$ cat config.mk
export PLATFORM = sky130hd
export DESIGN_NAME = mem_responder
export DESIGN_NICKNAME = d
export VERILOG_FILES = /design/src/rtl/mem_responder.sv
export SDC_FILE = /design/constraint.sdc
export NUM_CORES = 2
export LEC_CHECK = 0
export ABC_AREA = 1
export BUFFER_PORTS_ARGS = -buffer_cell sky130_fd_sc_hd__buf_2
export CAP_MARGIN = 30
export CORE_MARGIN = 2
export CORE_UTILIZATION = 35
export DETAILED_ROUTE_END_ITERATION = 12
export PLACE_DENSITY = 0.6
export SLEW_MARGIN = 0
export SYNTH_ARGS = -nofsm -noshare
export SYNTH_HDL_FRONTEND = slang
export SYNTH_SLANG_ARGS = --single-unit
$ cat constraint.sdc
create_clock -name clk -period 4.4 [get_ports clk]
set_input_delay 0.88 -clock clk [delete_from_list [all_inputs] [get_ports clk]]
set_output_delay 0.88 -clock clk [all_outputs]
set_load 0.01 [all_outputs]
$ cat src/rtl/mem_responder.sv
`default_nettype none
// ============================================================================
// Module   : mem_responder
// Brief    : Word-addressed RAM responder for CPU load/store requests.
//            Uses valid/ready on both the request and response sides, and
//            inserts programmable wait states before each response.
//            Optional macro MEM_ERR_EN flags out-of-range addresses.
// Revision : 1.0 - initial release
// ============================================================================
module mem_responder #(
    parameter int ADDR_WIDTH  = 8,
    parameter int DATA_WIDTH  = 8,
    parameter int DEPTH       = 256,
    parameter int WAIT_STATES = 0
) (
    input  logic                  clk,
    input  logic                  reset,
    input  logic                  req_valid,
    output logic                  req_ready,
    input  logic                  req_we,
    input  logic [ADDR_WIDTH-1:0] req_addr,
    input  logic [DATA_WIDTH-1:0] req_wdata,
    output logic                  rsp_valid,
    input  logic                  rsp_ready,
    output logic [DATA_WIDTH-1:0] rsp_rdata,
    output logic                  rsp_err
);

    localparam int         c_IDX_W     = (DEPTH > 1) ? $clog2(DEPTH) : 1;
    localparam logic [3:0] c_WAIT_LOAD = 4'(WAIT_STATES);

    localparam logic [1:0] c_IDLE = 2'd0;
    localparam logic [1:0] c_WAIT = 2'd1;
    localparam logic [1:0] c_RESP = 2'd2;

    logic [1:0]            r_state;
    logic [3:0]            r_cnt;
    logic                  r_we;
    logic                  r_oor;
    logic [c_IDX_W-1:0]    r_idx;
    logic [DATA_WIDTH-1:0] r_wdata;
    logic                  r_rsp_valid;
    logic [DATA_WIDTH-1:0] r_rsp_rdata;
    logic [DATA_WIDTH-1:0] r_mem [DEPTH];

    logic w_oor;
    logic w_access;
    logic w_mem_we;
    logic w_unused_addr;

`ifdef MEM_ERR_EN
    logic r_rsp_err;
    assign w_oor   = |(req_addr >> c_IDX_W);
    assign rsp_err = r_rsp_err;
`else
    assign w_oor   = 1'b0;
    assign rsp_err = 1'b0;
`endif

    assign req_ready     = (r_state == c_IDLE);
    assign rsp_valid     = r_rsp_valid;
    assign rsp_rdata     = r_rsp_rdata;
    assign w_unused_addr = ^req_addr;

    // The access edge is the last WAIT cycle; reset at that same edge wins.
    assign w_access = (r_state == c_WAIT) && (r_cnt == 4'd0);
    assign w_mem_we = w_access && r_we && !r_oor && !reset;

    always_ff @(posedge clk) begin
        if (w_mem_we) begin
            r_mem[r_idx] <= r_wdata;
        end
    end

    always_ff @(posedge clk) begin
        if (reset) begin
            r_state     <= c_IDLE;
            r_cnt       <= 4'd0;
            r_we        <= 1'b0;
            r_oor       <= 1'b0;
            r_idx       <= '0;
            r_wdata     <= '0;
            r_rsp_valid <= 1'b0;
            r_rsp_rdata <= '0;
`ifdef MEM_ERR_EN
            r_rsp_err   <= 1'b0;
`endif
        end else begin
            case (r_state)
                c_IDLE: begin
                    if (req_valid) begin
                        r_we    <= req_we;
                        r_idx   <= req_addr[c_IDX_W-1:0];
                        r_wdata <= req_wdata;
                        r_oor   <= w_oor;
                        r_cnt   <= c_WAIT_LOAD;
                        r_state <= c_WAIT;
`ifdef MEM_ERR_EN
                        if (!w_oor) begin
                            r_rsp_err <= 1'b0;
                        end
`endif
                    end
                end
                c_WAIT: begin
                    if (r_cnt != 4'd0) begin
                        r_cnt <= r_cnt - 4'd1;
                    end else begin
                        r_state     <= c_RESP;
                        r_rsp_valid <= 1'b1;
                        if (r_oor) begin
                            r_rsp_rdata <= '0;
`ifdef MEM_ERR_EN
                            r_rsp_err   <= 1'b1;
`endif
                        end else if (r_we) begin
                            r_rsp_rdata <= r_wdata;
                        end else begin
                            r_rsp_rdata <= r_mem[r_idx];
                        end
                    end
                end
                c_RESP: begin
                    if (rsp_ready) begin
                        r_state     <= c_IDLE;
                        r_rsp_valid <= 1'b0;
                    end
                end
                default: begin
                    r_state     <= c_IDLE;
                    r_rsp_valid <= 1'b0;
                end
            endcase
        end
    end

endmodule
`default_nettype wire

==> key figures <==
Timing
  – Setup Skew: 0.0393 ns
  – Part of the cycle the worst path needs: 79.2%
  – Final setup viols: 0
  – Pins Over Slew Limit: 0
  – Tmin final: 3.48 ns
  – Slew @ Worst Pin: 1.06 ns
  – Hold Violations, Final: 0
  – Fmax: 287 MHz
  – Unrepaired setup endpoints after global routing: no
  – Setup TNS Final: 0 ns
  – Rel. slew slack: 29.7%

Placement
  – Cell Count Post-Placement: 10,900
  – HPWL after DPL: 137,000 µm
  – GPL Wtd Cong: 0.884
  – PortBufs: 30

Finish
  – Fillers: 23,100
  – Fin cells: 11,300
  – Ant diodes: 0
  – Area occupied by registers: 62,200 µm²
  – Most frequent cells in the layout: nand2_1, edfxtp_1, nor2_1
  – Final nets: 7,979
  – Commonest non-fill, non-tap cell in the layout: nand2_1
  – Area Overhead vs Synth: 12.9%
  – Area occupied by multi-input gates: 21,300 µm²
  – Share of cells above drive strength 1: 6.59%

Worst setup path
  – Critical path arrival: 3.95 ns
  – Required time of the critical path: 4.87 ns
  – Critical path peak fanout: 9
  – CP endpoint kind: register
  – Crit path launch type: register
  – Setup Crit Path Kind: register to register

Synthesis
  – Sequential area share after synthesis: 72.7%
  – Syn. warnings: 0
  – Netlist Area Pre-Place: 85,500 µm²
  – Mapped Cells: 7,965
  – Syn Nets: 7,988
  – Post-synthesis cell type count: 26
  – Syn_area_per_cell: 10.7 µm²
  – Synthesized flop and latch total: 2,080

Clock tree
  – Clock transition at path regs: 0.06 ns
  – Hold_buf cts: 0
  – Resize count post-CTS: 0
  – Clock buffer count from CTS: 210
  – CTS tree: built
  – H-Tree Depth: 4
  – CTS root buf: clkbuf_16
  – Skew-Pair Late Insertion Delay: 0.87 ns
  – Setup bufs post-CTS: 0
  – Max clock buf depth: 3
  – Clock Sinks: 2,080

Route
  – Post-route DRC: 0
  – Vias: 56,900
  – Via density: 5.02
  – Final wirelength: 240,000 µm
  – Antenna-violating nets left: 0
  – Wirelength per Cell: 21.1 µm
  – Drt pass-1 iters: 7
  – Drt initial violations: 6,146

Floorplanning
  – Die ar.: 248,000 µm²
  – Initial Util: 35.2%
  – Number of I/O pins: 32
  – Core Area: 243,000 µm²
  – Chip Width: 498 µm
  – Die H: 498 µm
  – Row cnt: 181

Global routing
  – Vias in the first global route: 55,100
  – GR Util All Layers: 18.9%
  – Global-route wire length before repair: 355,000 µm
  – Largest net degree at the start of global routing: 174
  – Remaining global-route overflow: 0
  – Initial antenna violation count: 5

Power
  – VDD IR max: 400 µV
  – Total leakage power: 36.9 nW
  – Power Dens Cells: 467 nW/µm²

Outcome
  – Outcome: completed

Hold path
  – Hold Crit Class: input port to register

Job
  – Max-cap violations: 0
-- cell type report --
class / instances / share of cell area [%]
Inverter: 31 / 0.148
Clock buffer: 265 / 5.78
Multi-Input combinational cell: 5425 / 22.1
Timing Repair Buffer: 208 / 2.24
Tap cell: 3202 / 4.15
Sequential cell: 2080 / 64.4
Clock inverter: 127 / 1.19
-- critical path, stage by stage, from the launching register on --
cell and delay (ns):
dfxtp_1 0.33, inv_1 0.09, ha_1 0.16, nand3_1 0.10
nor2_1 0.15, nand3_1 0.55, nor3_1 0.36, buf_4 0.20
nand2_2 0.29, buf_12 0.33, nor2_1 0.54
-- cell families after synthesis --
| kind of cell | Yosys count | share of synthesized area [%] |
|---|---|---|
| buffers and inverters | 460 | 2.47 |
| AND/OR/NAND/NOR | 5215 | 23.6 |
| adder cells (fa/ha/maj) | 2 | 0.0293 |
| flip-flops | 2080 | 72.7 |
| other | 1 | 0.00439 |
| AO/OA/AOI/OAI | 207 | 1.24 |
-- synth_stat cells --
cell	n	area, µm²
ha_1	2	25.0
nand4_1	68	425
o21ai_1	62	310
clkinv_1	4	15.0
inv_1	25	93.8
inv_4	2	12.5
edfxtp_1	2048	61500
nor2_2	1	6.26
nand3b_1	1	7.51
nand3_1	285	1430
nand2_1	4272	16000
conb_1	1	3.75
clkbuf_1	130	488
buf_2	238	1190
nor2_1	578	2170
nor3_2	2	20.0
dfxtp_1	32	641
nor2_4	3	33.8
buf_4	6	45.0
o21bai_1	8	60.1
buf_1	47	176
nor3_1	5	25.0
o21ai_0	46	230
a21oi_1	90	450
buf_6	8	90.1
a31oi_1	1	6.26
-- registers in the layout, indices dropped and copies added, names as in the netlist --
signal and cells:
r_cnt 4, r_we 1, rsp_valid 1, r_idx 8, r_state 2, rsp_rdata 8, r_wdata 8, r_mem 2048
-- per-layer routing --
metal | track usage (%) | part of all wire, % | routed length [µm]
met4 | 6.57 | 3.5 | 8280
met5 | 0 | 0.0054 | 13
met3 | 3.16 | 7.6 | 18100
met1 | 25.2 | 42 | 100000
met2 | 31.0 | 47 | 113000
-- through the flow --
step / power, mW / instance area, µm² / util [%] / worst slack [ns] / hold WS [ns]
2_1_floorplan: 25.9 / 85500 / - / 0.133 / 0.449
3_3_place_gp: 27.9 / 89700 / 36.9 / 0.735 / 0.461
3_5_place_dp: 27.9 / 89800 / 36.9 / 0.755 / 0.473
4_1_cts: 45.2 / 96500 / 39.7 / 0.999 / 0.244
5_1_grt: 46.5 / 96500 / 39.7 / 0.770 / 0.274
6_report: 45.1 / 96500 / 39.7 / 0.917 / 0.295
-- path summary, 6_finish.rpt --
kind                                from                       to  slack, ns  cells after the start
setup / recovery   r_cnt[0]$_SDFFE_PP0P_  r_mem[172][0]$_DFFE_PP_       0.92                     10
hold / removal              req_wdata[2]  r_wdata[2]$_SDFFE_PP0P_       0.30                      3
setup reg to reg   r_cnt[0]$_SDFFE_PP0P_  r_mem[172][0]$_DFFE_PP_       0.92                     10
hold reg to reg   rsp_valid$_SDFFE_PP0P_   rsp_valid$_SDFFE_PP0P_       0.47                      2
-- power by group --
group | switching [mW] | internal [mW] | total, mW
sequential | 0.204 | 22.2 | 22.4
combinational | 3.97 | 1.19 | 5.17
clock | 7.70 | 9.82 | 17.5
Note: power is estimated with default switching activity, not from simulation.
